**src/rtl/uart_tx_fifo_pkg.sv**
```systemverilog
// Shared constants for the UART transmit path: default widths and the
// launch-FSM state encoding used by uart_tx_fifo.
package uart_tx_fifo_pkg;

  localparam int NB_DATA_DEF = 8;
  localparam int NB_ADDR_DEF = 4;

  typedef enum logic {
    ST_IDLE      = 1'b0,
    ST_WAIT_DONE = 1'b1
  } tx_state_e;

endpackage

```
**src/rtl/uart_tx_fifo_sync_fifo_mem.sv**
```systemverilog
// sync_fifo_mem: circular byte store with push/pop interface, NB_ADDR-bit
// wrapping pointers and a separate NB_ADDR+1 occupancy counter.
// A push while full and a pop while empty are ignored.
// The read port is combinational from rd_ptr.
module sync_fifo_mem
  import uart_tx_fifo_pkg::*;
#(
  parameter int NB_DATA = NB_DATA_DEF,
  parameter int NB_ADDR = NB_ADDR_DEF
) (
  input  logic               i_clk,
  input  logic               i_rst,
  input  logic               i_push,
  input  logic               i_pop,
  input  logic [NB_DATA-1:0] i_wr_data,
  output logic [NB_DATA-1:0] o_rd_data,
  output logic               o_full,
  output logic               o_empty,
  output logic [NB_ADDR:0]   o_count
);

  localparam int DEPTH = 2 ** NB_ADDR;
  localparam logic [NB_ADDR:0]   CNT_FULL = {1'b1, {NB_ADDR{1'b0}}};
  localparam logic [NB_ADDR:0]   CNT_ONE  = 1;
  localparam logic [NB_ADDR-1:0] PTR_ONE  = 1;

  logic [NB_DATA-1:0] mem_q [DEPTH];
  logic [NB_ADDR-1:0] wr_ptr_q, wr_ptr_d;
  logic [NB_ADDR-1:0] rd_ptr_q, rd_ptr_d;
  logic [NB_ADDR:0]   count_q, count_d;
  logic               push_ok, pop_ok;

  assign o_full    = (count_q == CNT_FULL);
  assign o_empty   = (count_q == '0);
  assign o_count   = count_q;
  assign o_rd_data = mem_q[rd_ptr_q];

  // Qualify requests against the pre-edge full/empty state and step pointers/count.
  always_comb begin
    push_ok  = i_push && !o_full;
    pop_ok   = i_pop && !o_empty;
    wr_ptr_d = wr_ptr_q;
    rd_ptr_d = rd_ptr_q;
    count_d  = count_q;
    if (push_ok) wr_ptr_d = wr_ptr_q + PTR_ONE;
    if (pop_ok)  rd_ptr_d = rd_ptr_q + PTR_ONE;
    case ({push_ok, pop_ok})
      2'b10:   count_d = count_q + CNT_ONE;
      2'b01:   count_d = count_q - CNT_ONE;
      default: count_d = count_q;
    endcase
  end

  // Pointer and occupancy registers; reset empties the FIFO.
  always_ff @(posedge i_clk or posedge i_rst) begin
    if (i_rst) begin
      wr_ptr_q <= '0;
      rd_ptr_q <= '0;
      count_q  <= '0;
    end else begin
      wr_ptr_q <= wr_ptr_d;
      rd_ptr_q <= rd_ptr_d;
      count_q  <= count_d;
    end
  end

  // Storage array; contents are don't-care after reset.
  always_ff @(posedge i_clk) begin
    if (push_ok) mem_q[wr_ptr_q] <= i_wr_data;
  end

endmodule

```
**src/rtl/uart_tx_fifo.sv**
```systemverilog
// uart_tx_fifo: buffers result bytes from the interface and launches them
// one per frame into uart_tx via the tx_start/tx_done handshake.
// Optional macro UART_TX_FIFO_OVERFLOW_EN adds a sticky overflow flag
// (o_overflow) and its clear input (i_ovf_clr).
module uart_tx_fifo
  import uart_tx_fifo_pkg::*;
#(
  parameter int NB_DATA = NB_DATA_DEF,
  parameter int NB_ADDR = NB_ADDR_DEF
) (
  input  logic               i_clk,
  input  logic               i_rst,
  input  logic [NB_DATA-1:0] i_data,
  input  logic               i_wr,
  output logic               o_full,
  output logic               o_empty,
  output logic [NB_ADDR:0]   o_count,
  output logic [NB_DATA-1:0] o_tx_data,
  output logic               o_tx_start,
  input  logic               i_tx_done,
  output logic               o_busy
`ifdef UART_TX_FIFO_OVERFLOW_EN
  ,
  output logic               o_overflow,
  input  logic               i_ovf_clr
`endif
);

  tx_state_e          state_q, state_d;
  logic [NB_DATA-1:0] tx_data_q, tx_data_d;
  logic               tx_start_q, tx_start_d;
  logic               pop;
  logic [NB_DATA-1:0] rd_data;

  sync_fifo_mem #(
    .NB_DATA (NB_DATA),
    .NB_ADDR (NB_ADDR)
  ) u_mem (
    .i_clk     (i_clk),
    .i_rst     (i_rst),
    .i_push    (i_wr),
    .i_pop     (pop),
    .i_wr_data (i_data),
    .o_rd_data (rd_data),
    .o_full    (o_full),
    .o_empty   (o_empty),
    .o_count   (o_count)
  );

  // Launch FSM: pop and fire a one-cycle start from IDLE, then wait for done.
  always_comb begin
    state_d    = state_q;
    tx_data_d  = tx_data_q;
    tx_start_d = 1'b0;
    pop        = 1'b0;
    case (state_q)
      ST_IDLE: begin
        if (!o_empty) begin
          pop        = 1'b1;
          tx_data_d  = rd_data;
          tx_start_d = 1'b1;
          state_d    = ST_WAIT_DONE;
        end
      end
      ST_WAIT_DONE: begin
        if (i_tx_done) state_d = ST_IDLE;
      end
      default: state_d = ST_IDLE;
    endcase
  end

  // FSM state and registered uart_tx interface.
  always_ff @(posedge i_clk or posedge i_rst) begin
    if (i_rst) begin
      state_q    <= ST_IDLE;
      tx_data_q  <= '0;
      tx_start_q <= 1'b0;
    end else begin
      state_q    <= state_d;
      tx_data_q  <= tx_data_d;
      tx_start_q <= tx_start_d;
    end
  end

  assign o_tx_data  = tx_data_q;
  assign o_tx_start = tx_start_q;
  assign o_busy     = (state_q == ST_WAIT_DONE);

`ifdef UART_TX_FIFO_OVERFLOW_EN
  logic ovf_q, ovf_d;

  // Sticky overflow: any write while full sets it; set wins over clear.
  always_comb begin
    ovf_d = ovf_q;
    if (i_ovf_clr)       ovf_d = 1'b0;
    if (i_wr && o_full)  ovf_d = 1'b1;
  end

  // Overflow flag register.
  always_ff @(posedge i_clk or posedge i_rst) begin
    if (i_rst) ovf_q <= 1'b0;
    else       ovf_q <= ovf_d;
  end

  assign o_overflow = ovf_q;
`endif

endmodule

```
**config.mk**
```make
export PLATFORM = sky130hd
export DESIGN_NAME = uart_tx_fifo
export DESIGN_NICKNAME = d
export VERILOG_FILES = /design/src/rtl/uart_tx_fifo_pkg.sv /design/src/rtl/uart_tx_fifo_sync_fifo_mem.sv /design/src/rtl/uart_tx_fifo.sv
export SDC_FILE = /design/constraint.sdc
export NUM_CORES = 1
export LEC_CHECK = 0
export BUFFER_PORTS_ARGS = -buffer_cell sky130_fd_sc_hd__buf_2
export CAP_MARGIN = 5
export CORE_MARGIN = 3
export CORE_UTILIZATION = 54
export DETAILED_ROUTE_END_ITERATION = 8
export GPL_ROUTABILITY_DRIVEN = 0
export PLACE_DENSITY_LB_ADDON = 0.08
export SETUP_SLACK_MARGIN = 0.2
export SLEW_MARGIN = 40
export SYNTH_ARGS = -nofsm -noshare
export SYNTH_HDL_FRONTEND = slang
export SYNTH_SLANG_ARGS = --single-unit
```
**constraint.sdc**
```tcl
create_clock -name i_clk -period 5.3 [get_ports i_clk]
set_clock_uncertainty 0.15 [all_clocks]
set_input_delay 1.06 -clock i_clk [delete_from_list [all_inputs] [get_ports i_clk]]
set_output_delay 1.06 -clock i_clk [all_outputs]
set_load 0.1 [all_outputs]
```
# ---- After elaboration in Yosys (flattened, before gate mapping)
# Memories as Yosys holds them, arrays and structs flattened. A register that Yosys moved wholly into a read port is not among the register bits.
# Cells that the tools add are included.
# W data, S select, Z words.
dict set report word_totals {
  regBits 15
  ram_bits 128
  input_bits 12
  elab_cells 29
  mem_count 1
}
# memory depth word_bits read_ports rd_clocked_by_memory_dff write_ports line
set mem_list {}
lappend mem_list {u_mem.mem_q 16 8 1 1 1 uart_tx_fifo_sync_fifo_mem.sv:27} ;# logic [NB_DATA-1:0] mem_q [DEPTH];
dict set report op_classes {
  addsub 4
  n_eq_ne 3
  mux 7
  bitwise 2
  reduce_logical 7
}
# cell n
set op_table {}
lappend op_table {{$pmux W5 S2} 1}
lappend op_table {{$add A4 B1 Y4 const B} 2}
lappend op_table {{$add A5 B1 Y5 const B} 1}
lappend op_table {{$eq A5 B5 Y1 const B} 1}
lappend op_table {{$logic_not A5 Y1} 1}
lappend op_table {{$mux W1} 5}
lappend op_table {{$sub A5 B1 Y5 const B} 1}
lappend op_table {{$eq A2 B1 Y1 const B} 1}
lappend op_table {{$eq A2 B2 Y1 const B} 1}
lappend op_table {{$logic_and A1 B1 Y1} 2}
lappend op_table {{$logic_not A1 Y1} 2}
lappend op_table {{$not A1 Y1} 2}
lappend op_table {{$pmux W1 S2} 1}
lappend op_table {{$reduce_and A2 Y1} 1}
lappend op_table {{$reduce_bool A2 Y1} 1}

# ---- Logic depth before layout (Yosys ltp)
dict set report depth {
  depth_word 6
  mapped_depth 12
  depth_no_buf 10
}

# ---- Hierarchy
# From an unflattened synthesis, not the netlist that was laid out.
dict set report hier_totals {
  cells_unflattened 354
  hier_area_um2 6162.2
}
# module instances cells_each area_per_inst_um2 seq_area_each_um2
set by_module_without_submodules {}
lappend by_module_without_submodules {sync_fifo_mem 1 333 5796.8 4169.0}
lappend by_module_without_submodules {uart_tx_fifo 1 21 365.4 250.2}

# ---- Worst setup path after synthesis
# OpenSTA, ideal clock, no wires.
dict set report synth_timing {
  path_kind {reg2out}
  from {register u_mem.count_q[1] (netlist: u_mem.o_count[1])}
  to {output o_empty}
  arrival_time_ns 2.863
  t_required_ns 4.090
  slack_ns 1.227
  stages_incl_launch_ff 4
  n_path_buf 1
  path_cell_list {dfrtp_1 buf_2 or4_4 nor2_1}
}
dict set report synth_between {
  elab_chain_cells 1
}
# element line
set synth_rtl {}
lappend synth_rtl {{from (decl)} uart_tx_fifo_sync_fifo_mem.sv:30} ;# logic [NB_ADDR:0] count_q, count_d;
lappend synth_rtl {{from (signal assigned)} uart_tx_fifo_sync_fifo_mem.sv:63} ;# count_q <= count_d;
lappend synth_rtl {{$logic_not A5 Y1} uart_tx_fifo_sync_fifo_mem.sv:34} ;# assign o_empty = (count_q == '0);
lappend synth_rtl {{to (decl)} uart_tx_fifo.sv:16} ;# output logic o_empty,
# No other way between the ends.

# ---- Worst setup path after layout
dict set report layout_timing {
  from {register u_mem.count_q[0] (netlist: u_mem.o_count[0])}
  to {output o_full}
}
dict set report layout_between {
  elab_chain_cells 1
}
# element line
set layout_rtl {}
lappend layout_rtl {{$eq A5 B5 Y1} uart_tx_fifo_sync_fifo_mem.sv:33} ;# assign o_full = (count_q == CNT_FULL);
lappend layout_rtl {{to (decl)} uart_tx_fifo.sv:15} ;# output logic o_full,
# No other way between the ends.

==> metrics.md <==
| Metric | Value |
|---|---|
| Share of post-route cells with drive strength above 1 | `0.312` |
| Peak VDD IR | `0.000481 V` |
| Nets | `between 300 and 400` |
| Synthesized net count | `between 300 and 400` |
| Initial drt markers | `about 240` |
| Mapped Avg Cell Area | `a little under 20 sq um` |
| Placed Instance Area | `6340 sq um` |
| Core region area | `~11,000 sq um` |
| Dpl ws | `2.21 ns` |
| Crit path max fanout | `7` |
| CTS root buf | `clkbuf_16` |
| Critical path class | `flop to output port` |
| First-pass GRT wire length | `around 18,000 um` |
| Status | `finished, final reports clean` |
| Kind of cell adding the most delay to the critical path | `simple AND/OR/NAND/NOR gates` |
| Primary FF master, synth | `edfxtp_1` |
| I/O Pins | `29` |
| Antenna viol nets, final | `0` |
| Worst R2R End | `u_mem.o_count[4]$_DFFE_PP0P_` |
| R2R depth | `9` |
| Layout fillers | `about 750` |
| Routed WL | `11,400 um` |
| Critical Path RT | `about 4.1 ns` |
| Total power | `between 4 and 5 mW` |
| Most frequent cell after synthesis | `edfxtp_1` |
| CTS Sinks | `approximately 150` |
| Post-CTS Resized | `0` |
| Synth warn | `0` |
| Hold crit path type | `flop to flop` |
| Xor and xnor area share after synthesis | `0.0173` |
| Crit path depth | `3` |
| Netlist cell types | `39` |
| Largest family of logic cells by synthesized area | `multiplexers` |
| CTS Buf Count | `17` |
| DR pass1 iterations | `4` |
| Max incr delay on CP | `0.62 ns` |
| Flop-to-flop setup slack | `about 2.5 ns` |
| Pwr dens | `between 600 and 700 nW/um^2` |
| Via-per-instance ratio | `between 5 and 6` |
| FMAX | `around 0.3 GHz` |
| Critical path capture point type | `output port` |
| Tot GR Track Use | `0.198` |
| Synthesis-stage register bit count | `about 150` |
| Setup tns final | `0 ns` |
| Die Ht | `approximately 110 um` |
| P_leak | `2.40 nW` |
| CTS tree | `built` |
| Cells along the critical path | `or4_4 > nor2_1 > buf_2` |
| Post-Syn Area | `approximately 6000 sq um` |
| Least-Margin Pin Slew | `just over 0.8 ns` |
| Slew HR | `0.459` |
| Sequential area share after synthesis | `0.726` |
| Number of I/O port buffers | `28` |
| Antenna violations before repair | `0` |
| Placed Instances | `467` |
| Number of synthesized flops with an enable pin | `128` |
| CP bufs+invs | `1` |
| Synth area leader | `edfxtp_1` |
| Vias in the first global route | `3,006` |
| Hold Fails Final Rpt | `0` |
| Final worst slack | `about 2.0 ns` |
| Via count | `2,980` |
| Mux cell area share after synthesis | `0.144` |
| CP Capture Point | `o_full` |
| Max Slew Vio Count | `0` |
| Asr flop ratio synth | `0.152` |
| Final HPWL DP | `7330 um` |
| Crit path arrival time | `2.05 ns` |
| Fin crit period | `between 3 and 4 ns` |
| Avg WL per Cell | `around 23 um` |
| Synth cell count leaders | `128 x edfxtp_1, 23 x dfrtp_1, 20 x mux4_2` |
| Final setup viols | `0` |
| P&R area growth vs syn | `14.9%` |
| Longest Clk Path Bufs | `2` |
| Tcrit/Tclk final | `0.616` |
| Finished Cell Area | `7000 sq um` |
| Startpoint types | `flop` |
| Complex-gate fraction of the synthesized area | `0.0399` |
| Htree depth | `4` |
| Top cells by area, synth | `edfxtp_1 63%, dfrtp_1 9.4%, mux4_2 7.4%` |
| Top cell type's share of synthesized area | `0.631` |
| RSZ-0062 raised after global routing | `no` |
| GRT overflow | `0` |
| Post-Layout Cell Count | `499` |
| Clk_lat worst skew | `about 0.42 ns` |
| Crit path launch | `u_mem.o_count[0]$_DFFE_PP0P_` |
| Drt drc | `0` |
| Cells after Synth | `between 300 and 400` |
| MaxCap Viol Count | `0` |
| Post-Synth Adder-Cell Area | `0.0164` |
| Reg-to-reg startpoint | `u_mem.o_count[0]$_DFFE_PP0P_` |
| Slowest CP cell | `or4_4` |
| Chip Width | `~110 um` |
| Ant diodes | `0` |
| Initial Util | `0.557` |
| Post-CTS Hold Fix Bufs | `0` |
| CTS clk-pin slew, worst paths | `around 0.060 ns` |
| Post-CTS Setup Bufs | `0` |
| Row cnt | `38` |
| Die Area | `between 10,000 and 15,000 sq um` |
| Largest net degree at the start of global routing | `34` |
| Simple-Gate Fraction of Synth Area | `0.0349` |
area by class of cell:
class | instances | area (sq um) | area share
Timing Repair Buffer | 29 | 148 | 0.0211
Sequential cell | 151 | 4420 | 0.632
Tap cell | 140 | 175 | 0.0250
Multi-Input combinational cell | 141 | 1590 | 0.227
Inverter | 6 | 22.5 | 0.00322
Clock inverter | 13 | 205 | 0.0293
Clock buffer | 19 | 433 | 0.0619
metal layers:
layer  track usage  share of wire  vias to the layer above
met5             0              0                        -
met4        0.0601          0.012                        0
met3        0.0663          0.057                        9
met2         0.300           0.49                       79
met1         0.276           0.44                     1559
li1              -              -                     1333
worst min-delay path by stage:
stage / start / to / slack [ns] / cells after the start
final: o_tx_data[4]$_DFFE_PP0P_ / o_tx_data[4]$_DFFE_PP0P_ / 0.43 / 2
after global routing: o_tx_data[3]$_DFFE_PP0P_ / o_tx_data[3]$_DFFE_PP0P_ / 0.44 / 2
after CTS: o_tx_data[3]$_DFFE_PP0P_ / o_tx_data[3]$_DFFE_PP0P_ / 0.43 / 2
after detailed placement: o_tx_data[3]$_DFFE_PP0P_ / o_tx_data[3]$_DFFE_PP0P_ / 0.41 / 2
after global placement: o_busy$_DFF_PP0_ / o_busy$_DFF_PP0_ / 0.39 / 1
after floorplan: u_mem.rd_ptr_q[2]$_DFFE_PP0P_ / u_mem.rd_ptr_q[2]$_DFFE_PP0P_ / 0.39 / 1
worst min-delay path, stage by stage (launching register included):
cell	delay (ns)
dfrtp_1	0.34
o22ai_1	0.09
a21oi_1	0.11
report_power, final:
part | total (mW) | switching [mW] | internal, mW
clock | 1.28 | 0.449 | 0.833
sequential | 1.70 | 0.228 | 1.48
combinational | 1.33 | 0.853 | 0.474
registers in the layout, summed over array words and instances (netlist names):
register and flops:
o_busy 1, o_tx_start 1, u_mem.mem_q 128, u_mem.rd_ptr_q 4, o_tx_data 8, u_mem.wr_ptr_q 4
u_mem.o_count 5
through the flow:
stage,hold WS [ns],util
final,0.428,0.640
after global routing,0.439,0.640
after CTS,0.428,0.638
after detailed placement,0.413,0.580
after global placement,0.392,0.577
after floorplan,0.387,-
placed cells by master, fill, tap and decap left out, types with 4 or more instances in the layout:
| master | Yosys | layout |
|---|---|---|
| a21oi_1 | 12 | 11 |
| buf_2 | 6 | 28 |
| bufinv_16 | 0 | 5 |
| clkbuf_16 | 0 | 17 |
| dfrtp_1 | 23 | 21 |
| edfxtp_1 | 128 | 128 |
| ha_1 | 8 | 8 |
| mux2_2 | 9 | 9 |
| mux4_1 | 12 | 12 |
| mux4_2 | 20 | 20 |
| nand2_1 | 7 | 7 |
| nor2_1 | 15 | 7 |
| nor2_2 | 0 | 8 |
| nor3_2 | 0 | 4 |
| o22ai_1 | 17 | 17 |
| xnor2_1 | 7 | 7 |
| xor2_1 | 5 | 5 |
cells by family (layout without fill, tap and decap cells):
logic type / count (synthesis) / in the layout
mux: 42 / 42
buf+inv: 24 / 67
flops: 151 / 151
simple gates: 41 / 41
fa+ha+maj: 8 / 8
xor+xnor: 12 / 12
compound gates: 38 / 38
(Power assumes the default switching activity.)
